**config.mk**
```make
export PLATFORM = sky130hd
export DESIGN_NAME = vga_timing_gen
export DESIGN_NICKNAME = d
export VERILOG_FILES = /design/src/rtl/vga_timing_gen.sv
export SDC_FILE = /design/constraint.sdc
export NUM_CORES = 1
export LEC_CHECK = 0
export ABC_AREA = 0
export BUFFER_PORTS_ARGS = -buffer_cell sky130_fd_sc_hd__buf_4
export CAP_MARGIN = 20
export CORE_MARGIN = 5
export CORE_UTILIZATION = 45
export CTS_BUF_LIST = sky130_fd_sc_hd__clkbuf_16
export DETAILED_ROUTE_END_ITERATION = 7
export PLACE_DENSITY = 0.72
export SYNTH_ARGS = -nofsm -noshare
export SYNTH_HDL_FRONTEND = slang
export SYNTH_SLANG_ARGS = --single-unit
```
**constraint.sdc**
```tcl
create_clock -name pixel_clk -period 2.25 [get_ports pixel_clk]
set_clock_uncertainty 0.2 [all_clocks]
set_input_delay 0.45 -clock pixel_clk [delete_from_list [all_inputs] [get_ports pixel_clk]]
set_output_delay 0.45 -clock pixel_clk [all_outputs]
set_load 0.02 [all_outputs]
```
**src/rtl/vga_timing_gen.sv**
```systemverilog
// Raster timing generator: h/v counters, a one-stage coordinate output, and a sync group
// (hs, vs, blank, strobes) delayed by LEAD extra ce-cycles to cover downstream read latency.
module vga_timing_gen #(
    parameter int unsigned H_ACTIVE = 640,
    parameter int unsigned H_FP     = 16,
    parameter int unsigned H_SYNC   = 96,
    parameter int unsigned H_BP     = 48,
    parameter int unsigned V_ACTIVE = 480,
    parameter int unsigned V_FP     = 10,
    parameter int unsigned V_SYNC   = 2,
    parameter int unsigned V_BP     = 33,
    parameter bit          HS_POL   = 1'b0,
    parameter bit          VS_POL   = 1'b0,
    parameter int unsigned LEAD     = 0,
    parameter int unsigned CW       = 11,
    parameter int unsigned FC_W     = 16
) (
    input  logic            pixel_clk,
    input  logic            rst,
    input  logic            ce,
    output logic [CW-1:0]   drawX,
    output logic [CW-1:0]   drawY,
    output logic            de_early,
    output logic            hs,
    output logic            vs,
    output logic            blank,
    output logic            line_start,
    output logic            frame_start,
    output logic [FC_W-1:0] frame_cnt
);

    localparam int unsigned H_TOTAL   = H_ACTIVE + H_FP + H_SYNC + H_BP;
    localparam int unsigned V_TOTAL   = V_ACTIVE + V_FP + V_SYNC + V_BP;
    localparam int unsigned HS_START  = H_ACTIVE + H_FP;
    localparam int unsigned HS_END    = H_ACTIVE + H_FP + H_SYNC;
    localparam int unsigned VS_START  = V_ACTIVE + V_FP;
    localparam int unsigned VS_END    = V_ACTIVE + V_FP + V_SYNC;
    localparam int unsigned STAGES    = LEAD + 1;

    // Sync group packing: {hs, vs, blank, line_start, frame_start}
    localparam logic [4:0] SYNC_RST = {~HS_POL, ~VS_POL, 1'b1, 1'b0, 1'b0};

    logic [CW-1:0]         hc_q;
    logic [CW-1:0]         vc_q;
    logic                  hc_last;
    logic                  vc_last;
    logic                  active;
    logic                  hsync_on;
    logic                  vsync_on;
    logic [4:0]            sync_in;
    logic [STAGES*5-1:0]   sync_q;

    always_comb begin
        hc_last  = (hc_q == CW'(H_TOTAL - 1));
        vc_last  = (vc_q == CW'(V_TOTAL - 1));
        active   = (hc_q < CW'(H_ACTIVE)) && (vc_q < CW'(V_ACTIVE));
        hsync_on = (hc_q >= CW'(HS_START)) && (hc_q < CW'(HS_END));
        vsync_on = (vc_q >= CW'(VS_START)) && (vc_q < CW'(VS_END));
        sync_in  = {hsync_on ? HS_POL : ~HS_POL,
                    vsync_on ? VS_POL : ~VS_POL,
                    ~active,
                    hc_q == '0,
                    (hc_q == '0) && (vc_q == '0)};
    end

    always_ff @(posedge pixel_clk) begin
        if (rst) begin
            hc_q     <= '0;
            vc_q     <= '0;
            drawX    <= '0;
            drawY    <= '0;
            de_early <= 1'b0;
        end else if (ce) begin
            hc_q <= hc_last ? '0 : hc_q + 1'b1;
            if (hc_last) begin
                vc_q <= vc_last ? '0 : vc_q + 1'b1;
            end
            drawX    <= active ? hc_q : '0;
            drawY    <= active ? vc_q : '0;
            de_early <= active;
        end
    end

    if (LEAD == 0) begin : g_no_lead
        always_ff @(posedge pixel_clk) begin
            if (rst) begin
                sync_q <= SYNC_RST;
            end else if (ce) begin
                sync_q <= sync_in;
            end
        end
    end else begin : g_lead
        always_ff @(posedge pixel_clk) begin
            if (rst) begin
                sync_q <= {STAGES{SYNC_RST}};
            end else if (ce) begin
                sync_q <= {sync_q[LEAD*5-1:0], sync_in};
            end
        end
    end

    assign {hs, vs, blank, line_start, frame_start} = sync_q[STAGES*5-1 -: 5];

    // Counts frame_start as seen at the output, so it lags the strobe by one ce-cycle.
    always_ff @(posedge pixel_clk) begin
        if (rst) begin
            frame_cnt <= '0;
        end else if (ce && frame_start) begin
            frame_cnt <= frame_cnt + 1'b1;
        end
    end

endmodule

```
==> flow_metrics.py, run 1 <==
metrics = {
    "floorplan": {
        "top_level_ports": 47,
        "die-height_um": 87.8,
        "rows": 28,
        "start_util_pct": 46.0,
        "fp.dieArea_um2": 7710,
        "core_area_um2": 5920,
        "fp.dieW_um": 87.8,
    },
    "routing": {
        "route.vias.total": 2341,
        "post_drt_wl_per_cell_um": 15.1,
        "detailedRoute.firstIterationViolations": 134,
        "ant_nets": 0,
        "drcViolationCount": 0,
        "drt-pass1-iter-count": 4,
        "detail_route.wirelength_mm": 6.54,
        "vias_per_cell": 5.41,
    },
    "worst_setup_path": {
        "critical_path_class": "register to register",
        "timing.rr.start": "hc_q[5]",
        "reg2reg_setup_slack_ns": 0.05,
        "crit-reg2reg-capture": "vc_q[9]",
        "critPathLaunchType": "register",
        "worstPathRequired_ns": 2.31,
        "timing.critical_path.cells": "or4b_4 > or4_4 > or3_4 > a21oi_2",
        "slowest_delay_ns": 0.58,
        "critPathMaxFanout": 5,
        "timing.critical_path.slowest_stage_cell": "sky130_fd_sc_hd__or4_4",
        "rr_worst_depth": 4,
        "critical_path.endpoint_type": "register",
        "worst-endpoint-arrival_ns": 2.27,
    },
    "clock_network": {
        "cts_tree": "yes",
        "numClockSinks": 66,
        "maximum_clock_path_buffer_count": 2,
        "cts_made_buffers": 9,
        "clk-insertion-delay-late_ns": 0.33,
        "cts-root-buf": "sky130_fd_sc_hd__clkbuf_16",
        "h-tree-depth": 3,
        "clk_pin_slew_worst_paths_ns": 0.05,
    },
    "global_routing": {
        "grt_antenna_before_repair": 0,
        "grt_start_max_net_pins": 32,
        "grt_pass1_vias": 2319,
        "grt.overflow.total": 0,
        "gr-usage-all-layers_pct": 18.3,
        "grt_first_pass_wirelength_mm": 10.9,
    },
    "worst_hold_path": {
        "holdCritStartpoint": "de_early",
        "holdCritPathClass": "register to register",
        "worstHoldPathCells": 1,
        "timing.hold.worst_endpoint": "de_early",
    },
    "timing": {
        "final-max-slew-violation-count": 0,
        "measured_slew_at_the_worst_slew_check_pin_ns": 0.532,
        "clock.fmax_mhz": 454,
        "setup_viol_count_final": 0,
        "final_period_minus_worst_setup_slack_ns": 2.20,
        "timing_hold_violations_final": 0,
        "min_period_over_period_pct": 97.9,
        "maxSlewHeadroom_pct": 64.2,
    },
    "placement": {
        "detailed_place_hpwl_mm": 4.49,
        "placedCellCount": 413,
        "io_buffers": 46,
        "routabilityCongestion": 0.857,
    },
    "synthesis": {
        "yosysSeqAreaShare_pct": 48.5,
        "synth.top_cells.by_area": "sky130_fd_sc_hd__dfxtp_1 48%, sky130_fd_sc_hd__a22o_1 5.8%, sky130_fd_sc_hd__nor2_1 4.5%",
        "synthMostInstantiatedCell": "sky130_fd_sc_hd__dfxtp_1",
        "mappedNetlistArea_um2": 2730,
        "synth-edff-count": 0,
        "yosysTopAreaCell": "sky130_fd_sc_hd__dfxtp_1",
        "post_synthesis_mean_instance_area_um2": 9.40,
        "postSynth.asyncResetShare_pct": 0,
        "synth.lib_cells_used.distinct": 39,
        "synth.cells.most_frequent": "66 x sky130_fd_sc_hd__dfxtp_1, 33 x sky130_fd_sc_hd__nor2_1, 18 x sky130_fd_sc_hd__a22o_1",
        "synth_top_area_share_pct": 48.5,
        "post_synth_inst_count": 290,
        "yosysWarningCount": 0,
        "synth-seq-cells": 66,
        "ys.flop_type": "sky130_fd_sc_hd__dfxtp_1",
        "synth.net_count": 298,
    },
    "cells_and_area": {
        "area_growth_syn_to_layout_pct": 31.7,
        "insertedDiodeCount": 0,
        "fillCellCount": 497,
        "fin_nets": 361,
        "final_standard_cell_utilization_of_the_core_pct": 60.7,
        "drive_above_1_share_pct": 26.8,
        "fin_cells": 433,
    },
    "power_and_ir_drop": {
        "ir_worst_vdd_uv": 474,
        "power_leakage_nw": 1.44,
        "power.density_nw_per_um2": 766,
    },
    "status": {
        "run_status": "complete, no violations",
    },
    "run": {
        "max_cap_viol_count": 0,
    },
}
## cells by family (layout without fill, tap and decap cells)
logic type	after synthesis	count (layout)	share of synthesized area (%)
AND/OR/NAND/NOR	123	123	25.0
multiplexers	3	3	1.10
XOR/XNOR	24	24	7.71
adder cells (fa/ha/maj)	5	5	2.29
flip-flops	66	66	48.5
AO/OA/AOI/OAI	47	47	11.9
buffers and inverters	22	90	3.49
## cells in the final DEF (no fill, tap or decap), types with 3 or more instances in the layout
cell type                   instances
sky130_fd_sc_hd__xnor2_1           10
sky130_fd_sc_hd__nor4_1             3
sky130_fd_sc_hd__nor2_1            33
sky130_fd_sc_hd__buf_4             67
sky130_fd_sc_hd__xor2_1            14
sky130_fd_sc_hd__dfxtp_2            4
sky130_fd_sc_hd__o21ai_0            7
sky130_fd_sc_hd__ha_1               5
sky130_fd_sc_hd__nand2_1           12
sky130_fd_sc_hd__a22o_1            18
sky130_fd_sc_hd__nand4_1           13
sky130_fd_sc_hd__a21oi_1           13
sky130_fd_sc_hd__or3_1              6
sky130_fd_sc_hd__and4_1             6
sky130_fd_sc_hd__clkbuf_16          9
sky130_fd_sc_hd__inv_1              8
sky130_fd_sc_hd__nand2b_1           4
sky130_fd_sc_hd__dfxtp_1           61
sky130_fd_sc_hd__o31ai_1            3
sky130_fd_sc_hd__mux2i_1            3
sky130_fd_sc_hd__and2_1             4
sky130_fd_sc_hd__nand3_1           14
sky130_fd_sc_hd__nand4b_1           3
sky130_fd_sc_hd__nor3_1            10
## worst max-delay path, delay by kind of cell, from the launching register on
family	cells	cell delay [ns]
AO/OA/AOI/OAI	1	0.13
flip-flops	1	0.36
AND/OR/NAND/NOR	3	1.46
## layer usage
layer | vias up | part of all wire (%) | global-route usage, %
li1 | 1172 | - | -
met1 | 1107 | 44 | 21.7
met2 | 53 | 49 | 30.4
met3 | 9 | 6.0 | 6.96
met4 | 0 | 1.3 | 5.86
met5 | - | 0 | 0
## power by group
part | total (W) | switching (W) | internal, W
registers | 0.00120 | 0.0000136 | 0.00118
logic | 0.000115 | 0.0000701 | 0.0000450
clock network | 0.00144 | 0.000484 | 0.000956
## repair_timing
item,in CTS,in global routing
hold buffers,0,0
buffers inserted,0,4
hold endpoints to repair,0,0
setup endpoints to repair,0,4
resized for setup,0,9
## through the flow
| stage | hold slack, ns | setup slack [ns] | setup TNS (ns) | total power, W | cell area [um2] |
|---|---|---|---|---|---|
| 6_report | 0.251 | 0.0474 | 0 | 0.00275 | 3590 |
| 5_1_grt | 0.278 | -0.0195 | -0.0195 | 0.00284 | 3590 |
| 4_1_cts | 0.257 | 0.0379 | 0 | 0.00278 | 3540 |
| 3_5_place_dp | 0.245 | 0.0961 | 0 | 0.00134 | 3230 |
| 3_3_place_gp | 0.238 | 0.172 | 0 | 0.00133 | 3230 |
| 2_1_floorplan | 0.289 | 0.139 | 0 | 0.00129 | 2730 |
## registers in the layout (all words and copies together), names as in the netlist
signal     cells
de_early       1
drawX         11
drawY         11
frame_cnt     16
hc_q          11
sync_q         5
vc_q          11
## cell type report
class	instances	area, um2	area share (%)
multi-input cells	202	1330	37.0
clock inverters	7	85.1	2.37
clock buffers	9	225	6.27
inverters	7	26.3	0.732
repair buffers	67	503	14.0
well taps	75	93.8	2.61
flip-flops and latches	66	1330	37.0
## worst max path at each step
| stage | slack (ns) | to | cells after the start | from |
|---|---|---|---|---|
| after global routing | -0.02 | vc_q[9] | 4 | hc_q[5] |
| after floorplan | 0.14 | vc_q[7] | 5 | hc_q[0] |
| after detailed placement | 0.1 | vc_q[9] | 5 | hc_q[0] |
| final | 0.05 | vc_q[9] | 4 | hc_q[5] |
| after global placement | 0.17 | vc_q[7] | 5 | hc_q[0] |
| after CTS | 0.04 | vc_q[9] | 5 | hc_q[0] |
No activity file was read; power rests on OpenSTA's default activity.
==> inputs of run 2 (changes only) <==
CORE_UTILIZATION = 35   (was 45)
PLACE_DENSITY = 0.59   (was 0.72)
REMOVE_ABC_BUFFERS = 1   (was not set)
==> flow_metrics.py, run 2 (synthesized netlist as in run 1, its figures left out) <==
metrics = {
    "floorplan": {
        "start_util_pct": 35.7,
        "die-height_um": 98.3,
        "rows": 32,
        "fp.dieArea_um2": 9660,
        "top_level_ports": 47,
        "core_area_um2": 7650,
        "fp.dieW_um": 98.3,
    },
    "clock_network": {
        "clk-insertion-delay-late_ns": 0.32,
        "clk_pin_slew_worst_paths_ns": 0.05,
        "cts_tree": "yes",
        "cts_made_buffers": 9,
        "numClockSinks": 66,
        "cts-root-buf": "sky130_fd_sc_hd__clkbuf_16",
        "h-tree-depth": 3,
        "maximum_clock_path_buffer_count": 2,
    },
    "global_routing": {
        "grt_antenna_before_repair": 0,
        "grt_pass1_vias": 2268,
        "gr-usage-all-layers_pct": 14.1,
        "grt.overflow.total": 0,
        "grt_start_max_net_pins": 19,
        "grt_first_pass_wirelength_mm": 10.9,
    },
    "cells_and_area": {
        "final_standard_cell_utilization_of_the_core_pct": 46.5,
        "area_taken_by_multi_input_logic_gates_um2": 1320,
        "fin_nets": 362,
        "area_growth_syn_to_layout_pct": 30.3,
        "fillCellCount": 747,
        "ff_latch_area_um2": 1320,
        "insertedDiodeCount": 0,
        "largest_register_ffs": 16,
        "drive_above_1_share_pct": 24.6,
        "layout.cells.most_common": "sky130_fd_sc_hd__buf_4",
        "largest_register": "frame_cnt",
        "layout_common_cells": "68 x sky130_fd_sc_hd__buf_4, 65 x sky130_fd_sc_hd__dfxtp_1, 33 x sky130_fd_sc_hd__nor2_1",
    },
    "routing": {
        "ant_nets": 0,
        "detail_route.wirelength_mm": 6.54,
        "route.vias.total": 2308,
        "drcViolationCount": 0,
        "detailedRoute.firstIterationViolations": 88,
        "post_drt_wl_per_cell_um": 14.2,
        "vias_per_cell": 5.02,
        "drt-pass1-iter-count": 4,
    },
    "worst_hold_path": {
        "holdCritPathClass": "input pin to register",
    },
    "worst_setup_path": {
        "critical_path_buf_inv_count": 0,
        "critical_path_class": "register to register",
        "slowest_delay_ns": 0.61,
        "timing.critical_path.cells": "ha_1 > nand4_1 > or4_4 > or3_1 > a21oi_1",
        "worst_path_dominant_cell_family": "simple AND/OR/NAND/NOR gates",
        "critPathLaunchType": "register",
        "worstPathRequired_ns": 2.30,
        "timing.critical_path.slowest_stage_cell": "sky130_fd_sc_hd__or4_4",
        "worst-endpoint-arrival_ns": 2.13,
        "critical_path.endpoint_type": "register",
        "critPathMaxFanout": 6,
    },
    "timing": {
        "timing_hold_violations_final": 0,
        "timing.final.ws_setup_ns": 0.179,
        "final_period_minus_worst_setup_slack_ns": 2.07,
        "min_period_over_period_pct": 92.0,
        "grt_setup_unrepaired": "no",
        "maxSlewHeadroom_pct": 71.9,
        "measured_slew_at_the_worst_slew_check_pin_ns": 0.421,
        "final-max-slew-violation-count": 0,
        "setup_viol_count_final": 0,
        "clock.fmax_mhz": 483,
    },
    "status": {
        "run_status": "complete, no violations",
    },
    "power_and_ir_drop": {
        "power.density_nw_per_um2": 705,
        "ir_worst_vdd_uv": 385,
        "power_leakage_nw": 1.42,
    },
    "placement": {
        "io_buffers": 46,
        "detailed_place_hpwl_mm": 4.70,
        "routabilityCongestion": 0.741,
        "pre_cts_ws_ns": 0.108,
    },
    "run": {
        "max_cap_viol_count": 0,
    },
}
## run 2: path summary, 6_finish.rpt
check | cells after the start | slack, ns | to | start
worst max-delay path | 5 | 0.18 | vc_q[7] | hc_q[1]
worst min-delay path | 2 | 0.22 | vc_q[1] | rst
worst max register to register | 5 | 0.18 | vc_q[7] | hc_q[1]
worst min register to register | 1 | 0.26 | de_early | de_early
## run 2: final cells by class
class	instances	area share, %
Timing Repair Buffer	68	14.4
Clock inverter	6	0.739
Multi-Input combinational cell	202	37.0
Inverter	7	0.739
Tap cell	102	3.59
Clock buffer	9	6.34
Sequential cell	66	37.2
## run 2: worst register-to-register path, cell delays in order (launching register included)
cell and delay (ns):
sky130_fd_sc_hd__dfxtp_2 0.37, sky130_fd_sc_hd__ha_1 0.19, sky130_fd_sc_hd__nand4_1 0.17, sky130_fd_sc_hd__or4_4 0.61, sky130_fd_sc_hd__or3_1 0.33, sky130_fd_sc_hd__a21oi_1 0.13
## run 2: metal layers
layer / routed length (um) / vias up / track usage, %
li1: - / 1176 / -
met1: 3080 / 1072 / 17.5
met2: 2990 / 49 / 22.3
met3: 376 / 11 / 5.00
met4: 95 / 0 / 5.46
met5: 0 / - / 0
## run 2: stage by stage
step                power (W)  hold WS [ns]  TNS (ns)  cells  cell area [um2]
CTS                   0.00254         0.209         0    460             3550
finish                0.00250         0.220         0    460             3550
global route          0.00260         0.237         0    460             3550
floorplan             0.00127         0.289     -4.90    275             2660
global placement      0.00134         0.237         0    445             3300
detailed placement    0.00134         0.248         0    445             3300
## run 2: report_power, final
group | switching [W] | total [W] | internal (W) | leakage, nW
sequential | 0.0000110 | 0.00120 | 0.00118 | 0.534
clock | 0.000467 | 0.00119 | 0.000719 | 0.131
combinational | 0.0000738 | 0.000121 | 0.0000474 | 0.754
## run 2: what timing repair did
action / 4_1_cts / 5_1_grt
hold buffers: 0 / 0
endpoints found under the setup margin: 0 / 2
setup buffers: 0 / 0
resized for setup: 0 / 1
==> inputs of run 3 (changes only) <==
--- a/config.mk
+++ b/config.mk
@@ -10,8 +10,8 @@
 export CAP_MARGIN = 20
 export CORE_MARGIN = 5
-export CORE_UTILIZATION = 35
+export CORE_UTILIZATION = 28
 export CTS_BUF_LIST = sky130_fd_sc_hd__clkbuf_16
 export DETAILED_ROUTE_END_ITERATION = 7
-export PLACE_DENSITY = 0.59
+export PLACE_DENSITY = 0.5
 export REMOVE_ABC_BUFFERS = 1
 export SYNTH_ARGS = -nofsm -noshare
--- a/constraint.sdc
+++ b/constraint.sdc
@@ -3,3 +3,3 @@
 set_input_delay 0.45 -clock pixel_clk [delete_from_list [all_inputs] [get_ports pixel_clk]]
 set_output_delay 0.45 -clock pixel_clk [all_outputs]
-set_load 0.02 [all_outputs]
+set_load 0.1 [all_outputs]
==> flow_metrics.py, run 3 (synthesized netlist as in run 1, its figures left out) <==
metrics = {
    "power_and_ir_drop": {
        "power.density_nw_per_um2": 809,
        "power_switching_share_pct": 22.6,
        "reg_power_share_pct": 40.0,
        "internal-power_w": 0.00231,
        "ir_worst_vdd_uv": 343,
        "combinational_power_share_pct": 6.1,
        "net-switching-power_w": 0.000675,
        "power_leakage_nw": 1.45,
        "clock_power_share_pct": 53.9,
    },
    "global_routing": {
        "grt_pass1_vias": 2197,
        "gr-usage-all-layers_pct": 12.0,
        "grt_first_pass_wirelength_mm": 10.9,
        "grt_start_max_net_pins": 32,
        "grt_antenna_before_repair": 0,
        "grt.overflow.total": 0,
    },
    "clock_network": {
        "cts_hold_repair.buffers": 0,
        "clk_pin_slew_worst_paths_ns": 0.06,
        "cts-root-buf": "sky130_fd_sc_hd__clkbuf_16",
        "h-tree-depth": 3,
        "clk-insertion-delay-late_ns": 0.33,
        "cts_tree": "yes",
        "maximum_clock_path_buffer_count": 2,
        "cts_made_buffers": 9,
        "numClockSinks": 66,
        "post-cts-setup-buffers": 0,
    },
    "timing": {
        "timing_hold_violations_final": 0,
        "clock.fmax_mhz": 480,
        "setup_viol_count_final": 0,
        "final_period_minus_worst_setup_slack_ns": 2.08,
        "grt_setup_unrepaired": "no",
        "measured_slew_at_the_worst_slew_check_pin_ns": 0.384,
        "timing.setup.tns_ns": 0,
        "final-max-slew-violation-count": 0,
        "maxSlewHeadroom_pct": 74.2,
        "min_period_over_period_pct": 92.5,
    },
    "cells_and_area": {
        "area_growth_syn_to_layout_pct": 35.4,
        "fillCellCount": 1017,
        "fin_cells": 493,
        "final_design_area_no_fill_um2": 3690,
        "insertedDiodeCount": 0,
        "layout.cells.most_common": "sky130_fd_sc_hd__buf_4",
        "fin_nets": 363,
        "largest_register_ffs": 16,
        "layout_common_cells": "69 x sky130_fd_sc_hd__buf_4, 65 x sky130_fd_sc_hd__dfxtp_1, 33 x sky130_fd_sc_hd__nor2_1",
        "largest_register": "frame_cnt",
        "drive_above_1_share_pct": 25.6,
    },
    "worst_setup_path": {
        "timing.rr.start": "hc_q[1]",
        "crit-reg2reg-capture": "vc_q[7]",
        "worst-endpoint-arrival_ns": 2.14,
        "rr_worst_depth": 5,
        "timing.critical_path.cells": "ha_1 > nand4_1 > or4_4 > or3_1 > a21oi_1",
        "critPathMaxFanout": 6,
        "critical_path_class": "register to register",
        "worstPathRequired_ns": 2.31,
        "timing.critical_path.slowest_stage_cell": "sky130_fd_sc_hd__or4_4",
        "critical_path.endpoint_type": "register",
        "critPathLaunchType": "register",
        "slowest_delay_ns": 0.61,
        "reg2reg_setup_slack_ns": 0.17,
    },
    "routing": {
        "vias_per_cell": 4.62,
        "drcViolationCount": 0,
        "post_drt_wl_per_cell_um": 13.7,
        "ant_nets": 0,
        "detail_route.wirelength_mm": 6.77,
        "route.vias.total": 2276,
        "detailedRoute.firstIterationViolations": 73,
        "drt-pass1-iter-count": 4,
    },
    "floorplan": {
        "rows": 36,
        "start_util_pct": 28.3,
        "top_level_ports": 47,
        "core_area_um2": 9640,
        "fp.dieW_um": 109,
        "fp.dieArea_um2": 11800,
        "die-height_um": 109,
    },
    "run": {
        "max_cap_viol_count": 0,
    },
    "placement": {
        "io_buffers": 46,
        "routabilityCongestion": 0.761,
        "placedCellCount": 477,
        "detailed_place_hpwl_mm": 4.77,
        "placedInstanceArea_um2": 3350,
    },
    "worst_hold_path": {
        "worstHoldPathCells": 1,
        "holdCritStartpoint": "drawX[10]",
        "holdCritPathClass": "register to register",
        "timing.hold.worst_endpoint": "drawX[10]",
    },
    "status": {
        "run_status": "complete, no violations",
    },
}
-- run 3: cell count changes in the layout (fill, tap and decap cells not counted) --
cell / delta
sky130_fd_sc_hd__bufinv_16: +3
sky130_fd_sc_hd__clkinv_4: +1
sky130_fd_sc_hd__clkinv_2: -3
sky130_fd_sc_hd__clkinv_1: -1
sky130_fd_sc_hd__inv_1: -1
sky130_fd_sc_hd__buf_4: +1
sky130_fd_sc_hd__clkinvlp_4: +2
-- run 3: metal layers --
layer  track usage, %  vias up  wire length, um
li1                 -     1174                -
met1             15.7     1053             3440
met2             18.4       43             2990
met3             3.49        6              293
met4             4.87        0               50
met5                0        -                0
-- run 3: through the flow --
step                worst slack (ns)  power, W  utilization [%]  hold slack, ns
floorplan                     -0.385   0.00133                -           0.289
global placement               0.144   0.00140             34.7           0.238
detailed placement             0.110   0.00140             34.7           0.241
CTS                           0.0895   0.00302             38.3           0.254
global route                  0.0373   0.00309             38.3           0.282
finish                         0.168   0.00299             38.3           0.261
-- run 3: cell type report --
class / count / area [um2] / area share, %
multi-input cells: 202 / 1320 / 35.6
clock buffers: 9 / 225 / 6.10
clock inverters: 7 / 118 / 3.19
well taps: 133 / 166 / 4.51
inverters: 7 / 26.3 / 0.712
flip-flops and latches: 66 / 1320 / 35.8
repair buffers: 69 / 518 / 14.0
-- run 3: worst max path at each step --
stage,start,end,slack (ns),depth (start not counted)
floorplan,frame_cnt[0],frame_cnt[12],-0.39,5
global placement,hc_q[1],vc_q[9],0.14,5
detailed placement,hc_q[1],vc_q[7],0.11,5
CTS,hc_q[1],vc_q[7],0.09,5
global route,hc_q[1],vc_q[9],0.04,5
finish,hc_q[1],vc_q[7],0.17,5
-- run 3: power groups by stage --
| stage | sequential [W] | clock, W | combinational, W |
|---|---|---|---|
| finish | 0.00119 | 0.00161 | 0.000183 |
| global route | 0.00120 | 0.00170 | 0.000195 |
| CTS | 0.00119 | 0.00164 | 0.000185 |
| detailed placement | 0.00122 | 0 | 0.000184 |
| global placement | 0.00122 | 0 | 0.000185 |
| floorplan | 0.00129 | 0 | 0.0000405 |
-- run 3: critical path, delay by kind of cell (launching register included) --
| kind | cells | cell delay [ns] |
|---|---|---|
| adder cells (fa/ha/maj) | 1 | 0.19 |
| AO/OA/AOI/OAI | 1 | 0.14 |
| AND/OR/NAND/NOR | 3 | 1.12 |
| flip-flops | 1 | 0.37 |
-- run 3: timing repair --
action / in CTS / in global routing
gates resized for setup: 0 / 1
hold endpoints to repair: 0 / 0
endpoints found under the setup margin: 0 / 2
